`src/rtl/acumulador.sv`:
```
// Sums NUM_MUESTRAS 4-bit adder results into an 8-bit total, then holds it until downstream takes it.
// Optional macro ACUMULADOR_SATURATE_EN clamps the sum at 255 instead of wrapping modulo 256.
module acumulador #(
    parameter int NUM_MUESTRAS = 4
) (
    input  logic       clk,
    input  logic       reset_L,
    input  logic       enb,
    input  logic [3:0] c,
    input  logic       c_valid,
    output logic       c_ready,
    output logic [7:0] total,
    output logic       total_valid,
    input  logic       total_ready,
    output logic       desborde,
    output logic [4:0] cuenta
);

    typedef enum logic [1:0] {IDLE, ACUM, ENTREGA} estado_t;

    localparam logic [4:0] LP_N = 5'(NUM_MUESTRAS);

    estado_t    r_estado, w_estado_sig;
    logic [7:0] r_acc, r_total;
    logic [4:0] r_cuenta;
    logic       r_total_valid, r_desborde;

    logic       w_acepta, w_libera, w_ultimo, w_desb_sig;
    logic [8:0] w_suma;
    logic [7:0] w_acc_sig;
    logic [4:0] w_cuenta_sig;

    always_comb begin
        c_ready      = reset_L && enb && (r_estado != ENTREGA);
        w_acepta     = c_valid && c_ready;
        w_libera     = enb && total_ready && (r_estado == ENTREGA);
        w_cuenta_sig = (r_estado == IDLE) ? 5'd1 : r_cuenta + 5'd1;
        // Starting a block adds to zero, so IDLE and ACUM share one adder.
        w_suma       = {1'b0, (r_estado == IDLE) ? 8'd0 : r_acc} + {5'd0, c};
        w_desb_sig   = ((r_estado == ACUM) && r_desborde) || w_suma[8];
`ifdef ACUMULADOR_SATURATE_EN
        w_acc_sig    = w_suma[8] ? 8'hFF : w_suma[7:0];
`else
        w_acc_sig    = w_suma[7:0];
`endif
        w_ultimo     = (w_cuenta_sig == LP_N);

        w_estado_sig = r_estado;
        case (r_estado)
            IDLE, ACUM: if (w_acepta) w_estado_sig = w_ultimo ? ENTREGA : ACUM;
            ENTREGA:    if (w_libera) w_estado_sig = IDLE;
            default:    w_estado_sig = IDLE;
        endcase
    end

    always_ff @(posedge clk) begin
        if (!reset_L) r_estado <= IDLE;
        else          r_estado <= w_estado_sig;
    end

    always_ff @(posedge clk) begin
        if (!reset_L) begin
            r_acc         <= 8'd0;
            r_total       <= 8'd0;
            r_cuenta      <= 5'd0;
            r_total_valid <= 1'b0;
            r_desborde    <= 1'b0;
        end else if (w_acepta) begin
            r_acc      <= w_acc_sig;
            r_cuenta   <= w_cuenta_sig;
            r_desborde <= w_desb_sig;
            if (w_ultimo) begin
                r_total       <= w_acc_sig;
                r_total_valid <= 1'b1;
            end
        end else if (w_libera) begin
            r_total_valid <= 1'b0;
            r_cuenta      <= 5'd0;
        end
    end

    assign total       = r_total;
    assign total_valid = r_total_valid;
    assign desborde    = r_desborde;
    assign cuenta      = r_cuenta;

endmodule

```
`config.mk`:
```
export PLATFORM = sky130hd
export DESIGN_NAME = acumulador
export DESIGN_NICKNAME = d
export VERILOG_FILES = /design/src/rtl/acumulador.sv
export SDC_FILE = /design/constraint.sdc
export NUM_CORES = 1
export LEC_CHECK = 0
export BUFFER_PORTS_ARGS = -buffer_cell sky130_fd_sc_hd__buf_2
export CAP_MARGIN = 10
export CORE_MARGIN = 2
export CORE_UTILIZATION = 55
export CTS_BUF_LIST = sky130_fd_sc_hd__clkbuf_4
export DETAILED_ROUTE_END_ITERATION = 10
export PLACE_DENSITY = 0.79
export RECOVER_POWER = 100
export SLEW_MARGIN = 30
export SYNTH_ARGS = -nofsm -noshare
export SYNTH_HDL_FRONTEND = slang
export SYNTH_SLANG_ARGS = --single-unit
export TNS_END_PERCENT = 50
```
`constraint.sdc`:
```
create_clock -name clk -period 3.69 [get_ports clk]
set_input_delay 0.5535 -clock clk [delete_from_list [all_inputs] [get_ports clk]]
set_output_delay 0.5535 -clock clk [all_outputs]
set_load 0.005 [all_outputs]
```
==> flow_metrics.env, run 1 <==
export IMPL_worst_slack_ns=0.8282
export IMPL_die_area_um2=2901
export IMPL_grt_pass1_wl_um=4698
export IMPL_setup_viol=0
export IMPL_synth_flop_cell="dfxtp_1"
export IMPL_ir_worst_vdd_mv=0.2477
export IMPL_first_pass_iters=4
export IMPL_ys_top_cells_by_area="dfxtp_1 37%, a21oi_1 5.1%, mux2i_1 5.1%, ha_1 4.6%, nor2_1 4.4%"
export IMPL_place_ws_ns=1.035
export IMPL_startpoint_type="register"
export IMPL_crit_fanout=8
export IMPL_wire_per_inst_um=13.50
export IMPL_combPwrFrac=0.078
export IMPL_cts_tree="done"
export IMPL_arrival_ns=3.07
export IMPL_syn_mean_instance_area_um2=8.494
export IMPL_synth_top_area_share=0.3660
export IMPL_period_minus_slack_ns=2.862
export IMPL_slew_headroom=-0.06682
export IMPL_power_density_nw_per_um2=294.8
export IMPL_gp_congestion=0.8020
export IMPL_synth_seq_cells=25
export IMPL_fillerInstances=226
export IMPL_cts_buffer_depth=2
export IMPL_synth_edf_count=0
export IMPL_dpl_cell_area_um2=1470
export IMPL_violations="max-capacitance violations, max-slew violations"
export IMPL_syn2layout_area_growth_pct=7.685
export IMPL_drtIter0Drc=28
export IMPL_synth_nets=176
export IMPL_fin_area_um2=1473
export IMPL_hold_class="reg2reg"
export IMPL_drv_slew=9
export IMPL_start_util=0.5675
export IMPL_cp_required_ns=3.90
export IMPL_status="finished with violations"
export IMPL_seqPwrFrac=0.636
export IMPL_vias=1183
export IMPL_ys_seq_area_frac=0.3660
export IMPL_dpl_cell_count=205
export IMPL_cts_resized=0
export IMPL_io_pin_count=25
export IMPL_synth_cell_types=41
export IMPL_drv_cap=1
export IMPL_finClkSkew_ns=0.004085
export IMPL_fp_dieH_um=53.87
export IMPL_grt_use_total=0.2262
export IMPL_overflow=0
export IMPL_tns_ns=0
export IMPL_tightestPinTransition_ns=1.586
export IMPL_postCtsHoldBufs=0
export IMPL_synth_largest_area_cell="dfxtp_1"
export IMPL_hpwl_um=2048
export IMPL_cts_htree_levels=1
export IMPL_root_buffer="clkbuf_4"
export IMPL_leakage_nw=0.5636
export IMPL_p_int_w=0.0003260
export IMPL_grt_max_degree=22
export IMPL_syn_instance_count=161
export IMPL_layout_nets=196
export IMPL_drt_total_wl_um=2836
export IMPL_row_count=18
export IMPL_timing_hold_violations_final=0
export IMPL_post_route_period_util=0.7755
export IMPL_cts_setup_buffers=0
export IMPL_synthArstFlopShare=0
export IMPL_numCtsBuffers=3
export IMPL_fin_cells=210
export IMPL_p_switching_w=0.0001081
export IMPL_port_buffers=24
export IMPL_yosysMostFrequentCell="dfxtp_1"
export IMPL_path_class="reg2reg"
export IMPL_clk_latency_ns=0.32
export IMPL_die_w_um=53.87
export IMPL_syn_cell_area_um2=1368
export IMPL_drt_antenna_violating_nets=0
export IMPL_p_sw_frac=0.2490
export IMPL_n_antenna_cell=0
export IMPL_viasPerCell=5.633
export IMPL_clkSlewWorstSetupHoldPaths_ns=0.14
export IMPL_cts_num_sinks=25
export IMPL_antenna_found_initial=0
export IMPL_layout_drive_gt1_share=0.1444
export IMPL_ys_warnings_count=0
export IMPL_netlist_top_cells_count="25 x dfxtp_1, 16 x nor2_1, 15 x nand2_1, 14 x a21oi_1, 11 x nand3_1"
export IMPL_rsz0062_at_grt="false"
export IMPL_power_frac_clock=0.286
export IMPL_drc=0
export IMPL_cp_end_kind="register"
export IMPL_fmax_ghz=0.3494
export IMPL_grt_pass1_vias=1063
export IMPL_core_um2=2410
-- through the flow --
| step | total power (W) | util | hold WS (ns) |
|---|---|---|---|
| finish | 0.0004342 | 0.6111 | 0.4626 |
| global route | 0.0004533 | 0.6111 | 0.5016 |
| CTS | 0.0004398 | 0.6215 | 0.4631 |
| detailed placement | 0.0003165 | 0.6101 | 0.4468 |
| global placement | 0.0003153 | 0.6101 | 0.4415 |
| floorplan | 0.0003060 | - | 0.4317 |
-- cell usage in the layout (no fill, tap or decap), types with 2 or more instances in the layout --
cell	count
nand2b_1	4
a211oi_1	5
inv_1	6
xnor2_1	4
clkbuf_1	9
nor2b_1	2
clkbuf_4	3
nand3b_1	2
and2_0	2
mux2i_1	7
nor2_1	16
dfxtp_1	25
o21ai_0	5
and2_1	3
nor2_2	2
nand2_1	15
o21ai_1	2
a21oi_1	14
ha_1	5
nor4_1	2
nand3_1	11
o21bai_1	2
buf_2	15
-- registers in the layout (all words and copies together), names as in the netlist --
register	count
cuenta	5
desborde	1
r_acc	8
r_estado	2
total	8
total_valid	1
-- path summary, 6_finish.rpt --
check	startpoint	to	slack, ns	cells after the start
max	cuenta[0]$_SDFFE_PN0P_	total[2]$_SDFFE_PN0P_	0.83	7
max reg2reg	cuenta[0]$_SDFFE_PN0P_	total[2]$_SDFFE_PN0P_	0.83	7
min	r_acc[2]$_SDFFE_PN0P_	r_acc[2]$_SDFFE_PN0P_	0.46	2
min reg2reg	r_acc[2]$_SDFFE_PN0P_	r_acc[2]$_SDFFE_PN0P_	0.46	2
-- routing by layer --
metal,vias up,share of wire,GRT usage
li1,598,-,-
met1,556,0.46,0.2842
met2,22,0.48,0.3841
met3,7,0.036,0.03611
met4,0,0.021,0.08974
met5,-,0,0
-- worst max-delay path: stages (launching register included) --
cell,delay (ns)
dfxtp_1,0.44
ha_1,0.26
xor2_1,0.18
nand3b_1,0.11
nor4_1,1.25
buf_6,0.27
mux2i_1,0.19
nor2_1,0.05
-- cell type report --
class | count | area, um2 | share of cell area
multi-input combinational | 120 | 764.5 | 0.5191
clock buffer | 3 | 22.52 | 0.01529
inverter | 6 | 22.52 | 0.01529
timing repair buffer | 25 | 120.1 | 0.08156
tap | 30 | 37.54 | 0.02549
sequential | 25 | 500.5 | 0.3398
clock inverter | 1 | 5.005 | 0.003398
-- cell families (layout without fill, tap and decap cells) --
group           count (synthesis)  after routing  share of synthesized area
fa+ha+maj                       6              6                    0.06038
compound gates                 35             35                     0.1665
simple gates                   66             66                     0.2571
buf+inv                        16             35                    0.05672
xor+xnor                        5              5                    0.03202
mux                             8              8                    0.06130
flops                          25             25                     0.3660
-- power by group through the flow --
stage	registers [W]	clock network, W	logic, W
floorplan	0.000280	0	0.0000257
global placement	0.000282	0	0.0000336
detailed placement	0.000282	0	0.0000346
CTS	0.000276	0.000129	0.0000347
global route	0.000277	0.000138	0.0000387
finish	0.000276	0.000124	0.0000340
(Power assumes the default switching activity.)
==> inputs of run 2 (changes only) <==
- clock period: 3.69 -> 2.7 ns (I/O delays scaled with it)
==> run 2 against run 1 <==
  * The run now ends clean
  * Clock-buffer cell count is the same
  * Fmax is 16% higher
  * Sequential power grew 37%
  * First-iteration DRC count down 46%
  * Worst setup slack got worse by 0.60 ns
  * Clock skew grew 0.00079 ns
  * Core utilization is 1.5 points higher
  * Largest power group unchanged
  * Highest routed layer unchanged
==> flow_metrics.env, run 2 (synthesis results as in run 1) <==
export IMPL_status="completed"
export IMPL_grt_pass1_vias=1089
export IMPL_first_pass_iters=4
export IMPL_drt_total_wl_um=2845
export IMPL_fmax_ghz=0.4038
export IMPL_io_pin_count=25
export IMPL_total_power_w=0.0005948
export IMPL_layout_common_cells="25 x dfxtp_1, 16 x nor2_1, 15 x nand2_1, 15 x buf_2, 14 x a21oi_1"
export IMPL_cts_htree_levels=1
export IMPL_power_density_nw_per_um2=394.2
export IMPL_r2r_end="total[6]$_SDFFE_PN0P_"
export IMPL_gp_congestion=0.7993
export IMPL_cp_end_kind="register"
export IMPL_timing_hold_violations_final=0
export IMPL_crit_fanout=11
export IMPL_start_util=0.5675
export IMPL_tightestPinTransition_ns=0.7028
export IMPL_drv_cap=0
export IMPL_root_buffer="clkbuf_4"
export IMPL_drtIter0Drc=15
export IMPL_hold_class="in2reg"
export IMPL_syn2layout_area_growth_pct=10.34
export IMPL_dpl_cell_count=208
export IMPL_vias=1185
export IMPL_wire_per_inst_um=13.42
export IMPL_layout_commonest_cell="dfxtp_1"
export IMPL_clkSlewWorstSetupHoldPaths_ns=0.14
export IMPL_grt_pass1_wl_um=4774
export IMPL_row_count=18
export IMPL_overflow=0
export IMPL_port_buffers=24
export IMPL_cts_resized=0
export IMPL_ff2ff_setup_slack_ns=0.22
export IMPL_dpl_cell_area_um2=1493
export IMPL_ir_worst_vdd_mv=0.3000
export IMPL_layout_drive_gt1_share=0.1703
export IMPL_post_route_period_util=0.9173
export IMPL_die_w_um=53.87
export IMPL_n_antenna_cell=0
export IMPL_fp_dieH_um=53.87
export IMPL_finClkSkew_ns=0.004871
export IMPL_rsz0062_at_grt="false"
export IMPL_hpwl_um=2060
export IMPL_r2r_cells=10
export IMPL_leakage_nw=0.5781
export IMPL_path_class="reg2reg"
export IMPL_cts_buffer_depth=2
export IMPL_startpoint_type="register"
export IMPL_tns_ns=0
export IMPL_cts_setup_buffers=0
export IMPL_fin_cells=212
export IMPL_holdWs_ns=0.4021
export IMPL_numCtsBuffers=3
export IMPL_period_minus_slack_ns=2.477
export IMPL_drt_antenna_violating_nets=0
export IMPL_fin_area_um2=1509
export IMPL_setup_viol=0
export IMPL_postCtsHoldBufs=0
export IMPL_grt_use_total=0.2288
export IMPL_slew_headroom=0.5309
export IMPL_clk_latency_ns=0.32
export IMPL_die_area_um2=2901
export IMPL_crit_end="total[6]$_SDFFE_PN0P_"
export IMPL_cts_num_sinks=25
export IMPL_cts_tree="done"
export IMPL_drc=0
export IMPL_core_um2=2410
export IMPL_viasPerCell=5.590
export IMPL_cp_required_ns=2.95
export IMPL_grt_max_degree=22
export IMPL_worstReg2RegStart="r_estado[0]$_SDFFE_PN0P_"
export IMPL_drv_slew=0
export IMPL_antenna_found_initial=0
export IMPL_layout_nets=198
export IMPL_crit_start="r_estado[0]$_SDFFE_PN0P_"
export IMPL_arrival_ns=2.73
run 2: cell count changes in the layout (fill, tap and decap cells not counted), sizes merged:
cell	delta
buf	+2
run 2: layout make-up:
class / instances / area [um2]
sequential: 25 / 500.5
clock buffer: 3 / 22.52
multi-input combinational: 120 / 789.5
clock inverter: 1 / 5.005
fill: 221 / 900.9
tap: 30 / 37.54
inverter: 6 / 22.52
timing repair buffer: 27 / 131.4
run 2: metal layers:
metal,wire length (um),up-vias,track usage
li1,-,599,-
met1,1301,549,0.2860
met2,1329,31,0.3963
met3,149,6,0.03333
met4,64,0,0.08120
met5,0,-,0
run 2: worst min-delay path by stage:
stage | from | end | slack (ns) | cells past startpoint
after floorplan | r_acc[0]$_SDFFE_PN0P_ | r_acc[0]$_SDFFE_PN0P_ | 0.43 | 2
after global placement | r_acc[2]$_SDFFE_PN0P_ | r_acc[2]$_SDFFE_PN0P_ | 0.44 | 2
after CTS | reset_L | total_valid$_SDFFE_PN0P_ | 0.38 | 2
after global routing | reset_L | total_valid$_SDFFE_PN0P_ | 0.38 | 2
final | reset_L | total_valid$_SDFFE_PN0P_ | 0.40 | 2
after detailed placement | r_acc[0]$_SDFFE_PN0P_ | r_acc[0]$_SDFFE_PN0P_ | 0.45 | 2
run 2: where the power goes:
group / total, W / switching, W / internal (W)
Clock: 0.000169 / 0.000113 / 0.0000555
Combinational: 0.0000484 / 0.0000301 / 0.0000183
Sequential: 0.000377 / 0.00000464 / 0.000373
run 2: metrics by stage:
step             util  worst slack (ns)
2_1_floorplan       -            0.4633
3_3_place_gp   0.6194            0.3680
3_5_place_dp   0.6194            0.2985
4_1_cts        0.6308            0.2426
5_1_grt        0.6262           0.02205
6_report       0.6262            0.2234
run 2: worst max-delay path, stage by stage (launching register included):
cell and delay [ns]:
dfxtp_1 0.58, or2_1 0.18, and2_0 0.13, ha_1 0.17, inv_1 0.06, fa_1 0.39
nand2b_1 0.18, a211oi_1 0.26, mux2i_1 0.26, mux2i_1 0.10, nor2_1 0.11
==> inputs of run 3 (changes only) <==
- ABC_CLOCK_PERIOD_IN_PS: not set -> 2700
- CELL_PAD_IN_SITES_DETAIL_PLACEMENT: not set -> 1
- CELL_PAD_IN_SITES_GLOBAL_PLACEMENT: not set -> 1
- CORE_UTILIZATION: 55 -> 42
- PLACE_DENSITY: 0.79 -> not set
- PLACE_DENSITY_LB_ADDON: not set -> 0.1
- SKIP_LAST_GASP: not set -> 1
==> run 3 against run 2 <==
  * Final area is 1.3% higher
  * Core utilization is 13 points lower
  * Clock skew is 0.0015 ns lower
  * Clock-buffer cell count is 1 higher
  * Global-route usage is 1.6 points lower
  * Non-clock buffer count is 2 higher
  * Sequential share of layout area is 0.43 points lower
  * Register-to-register slack better by 0.13 ns
  * Critical path depth stayed put
  * Combinational power is 7.2% higher
  * Critical path type unchanged
  * Critical endpoint is now r_acc[6]$_SDFFE_PN0P_
==> flow_metrics.env, run 3 (synthesis results as in run 1) <==
export IMPL_n_antenna_cell=0
export IMPL_cts_resized=0
export IMPL_grt_pass1_vias=1236
export IMPL_crit_family="simple AND/OR/NAND/NOR gates"
export IMPL_dpl_cell_area_um2=1525
export IMPL_fp_dieH_um=61.06
export IMPL_slowest_delay_ns=0.41
export IMPL_io_pin_count=25
export IMPL_grt_use_total=0.2128
export IMPL_postCtsHoldBufs=0
export IMPL_die_area_um2=3728
export IMPL_cts_setup_buffers=0
export IMPL_viasPerCell=5.346
export IMPL_power_frac_clock=0.303
export IMPL_start_util=0.4443
export IMPL_status="completed"
export IMPL_wire_per_inst_um=15.42
export IMPL_port_buffers=24
export IMPL_slowest_stage="fa_1"
export IMPL_post_route_period_util=0.8691
export IMPL_row_count=20
export IMPL_p_switching_w=0.0001543
export IMPL_hpwl_um=2680
export IMPL_path_class="reg2reg"
export IMPL_grt_pass1_wl_um=5740
export IMPL_p_sw_frac=0.2515
export IMPL_layout_nets=200
export IMPL_seqPwrFrac=0.612
export IMPL_startpoint_type="register"
export IMPL_drt_antenna_violating_nets=0
export IMPL_crit_fanout=6
export IMPL_first_pass_iters=4
export IMPL_cts_htree_levels=1
export IMPL_clkSlewWorstSetupHoldPaths_ns=0.14
export IMPL_vias=1219
export IMPL_antenna_found_initial=0
export IMPL_crit_start="r_estado[1]$_SDFFE_PN0P_"
export IMPL_leakage_nw=0.5776
export IMPL_layout_commonest_cell="dfxtp_1"
export IMPL_numCtsBuffers=3
export IMPL_tightestPinTransition_ns=0.6765
export IMPL_worstReg2RegStart="r_estado[1]$_SDFFE_PN0P_"
export IMPL_clk_latency_ns=0.32
export IMPL_finalCoreUtilization=0.4967
export IMPL_dpl_cell_count=224
export IMPL_cp_num_buf_inv=1
export IMPL_arrival_ns=2.61
export IMPL_drv_slew=0
export IMPL_period_minus_slack_ns=2.347
export IMPL_place_ws_ns=0.3745
export IMPL_fin_cells=228
export IMPL_root_buffer="clkbuf_4"
export IMPL_hold_class="in2reg"
export IMPL_power_density_nw_per_um2=401.2
export IMPL_fmax_ghz=0.4261
export IMPL_cts_tree="done"
export IMPL_drc=0
export IMPL_gp_congestion=0.8169
export IMPL_hold_start="reset_L"
export IMPL_worst_slack_ns=0.3534
export IMPL_multi_input_area_um2=784.5
export IMPL_drt_total_wl_um=3516
export IMPL_drv_cap=0
export IMPL_cp_end_kind="register"
export IMPL_cp_required_ns=2.96
export IMPL_worstPathCellList="or2_1 -> and2_0 -> ha_1 -> inv_1 -> fa_1 -> nand2b_1 -> a211oi_1 -> mux2i_1 -> nand2_1 -> a21oi_1"
export IMPL_syn2layout_area_growth_pct=11.80
export IMPL_rsz0062_at_grt="false"
export IMPL_fin_area_um2=1529
export IMPL_layout_common_cells="25 x dfxtp_1, 16 x nor2_1, 16 x buf_2"
export IMPL_p_int_w=0.0004592
export IMPL_core_um2=3078
export IMPL_regArea_um2=500.5
export IMPL_drtIter0Drc=28
export IMPL_die_w_um=61.06
export IMPL_grt_max_degree=22
export IMPL_setup_viol=0
export IMPL_slew_headroom=0.5485
export IMPL_fillerInstances=395
export IMPL_finClkSkew_ns=0.003391
export IMPL_overflow=0
export IMPL_cts_buffer_depth=2
export IMPL_layout_drive_gt1_share=0.1630
export IMPL_ir_worst_vdd_mv=0.2069
export IMPL_tns_ns=0
export IMPL_combPwrFrac=0.085
export IMPL_cts_num_sinks=25
export IMPL_timing_hold_violations_final=0
## run 3: area by class of cell
cell class                      instances  area share
Timing Repair Buffer                   29     0.08920
Sequential cell                        25      0.3273
Tap cell                               44     0.03601
Clock buffer                            4     0.01964
Inverter                                6     0.01473
Multi-Input combinational cell        120      0.5131
## run 3: final timing paths
check / endpoint / slack, ns / cells after the start
worst min register to register: r_acc[0]$_SDFFE_PN0P_ / 0.47 / 2
worst max register to register: r_acc[6]$_SDFFE_PN0P_ / 0.35 / 10
worst min-delay path: total_valid$_SDFFE_PN0P_ / 0.41 / 2
worst max-delay path: r_acc[6]$_SDFFE_PN0P_ / 0.35 / 10
## run 3: metal layers
layer,GRT usage,wire [um]
met4,0.06211,29
met3,0.03151,80
met1,0.2533,1570
met2,0.3936,1835
met5,0,0
## run 3: power by group through the flow
stage                logic, W  registers, W  clock network, W
detailed placement  0.0000550      0.000384                 0
floorplan           0.0000351      0.000383                 0
global placement    0.0000525      0.000384                 0
global route        0.0000594      0.000377          0.000202
finish              0.0000519      0.000376          0.000186
CTS                 0.0000553      0.000376          0.000191
## run 3: through the flow
stage | total power, W | hold WS, ns
after floorplan | 0.0004182 | 0.4317
after global placement | 0.0004363 | 0.4552
after detailed placement | 0.0004389 | 0.4564
after CTS | 0.0006216 | 0.3987
after global routing | 0.0006384 | 0.4032
final | 0.0006135 | 0.4070
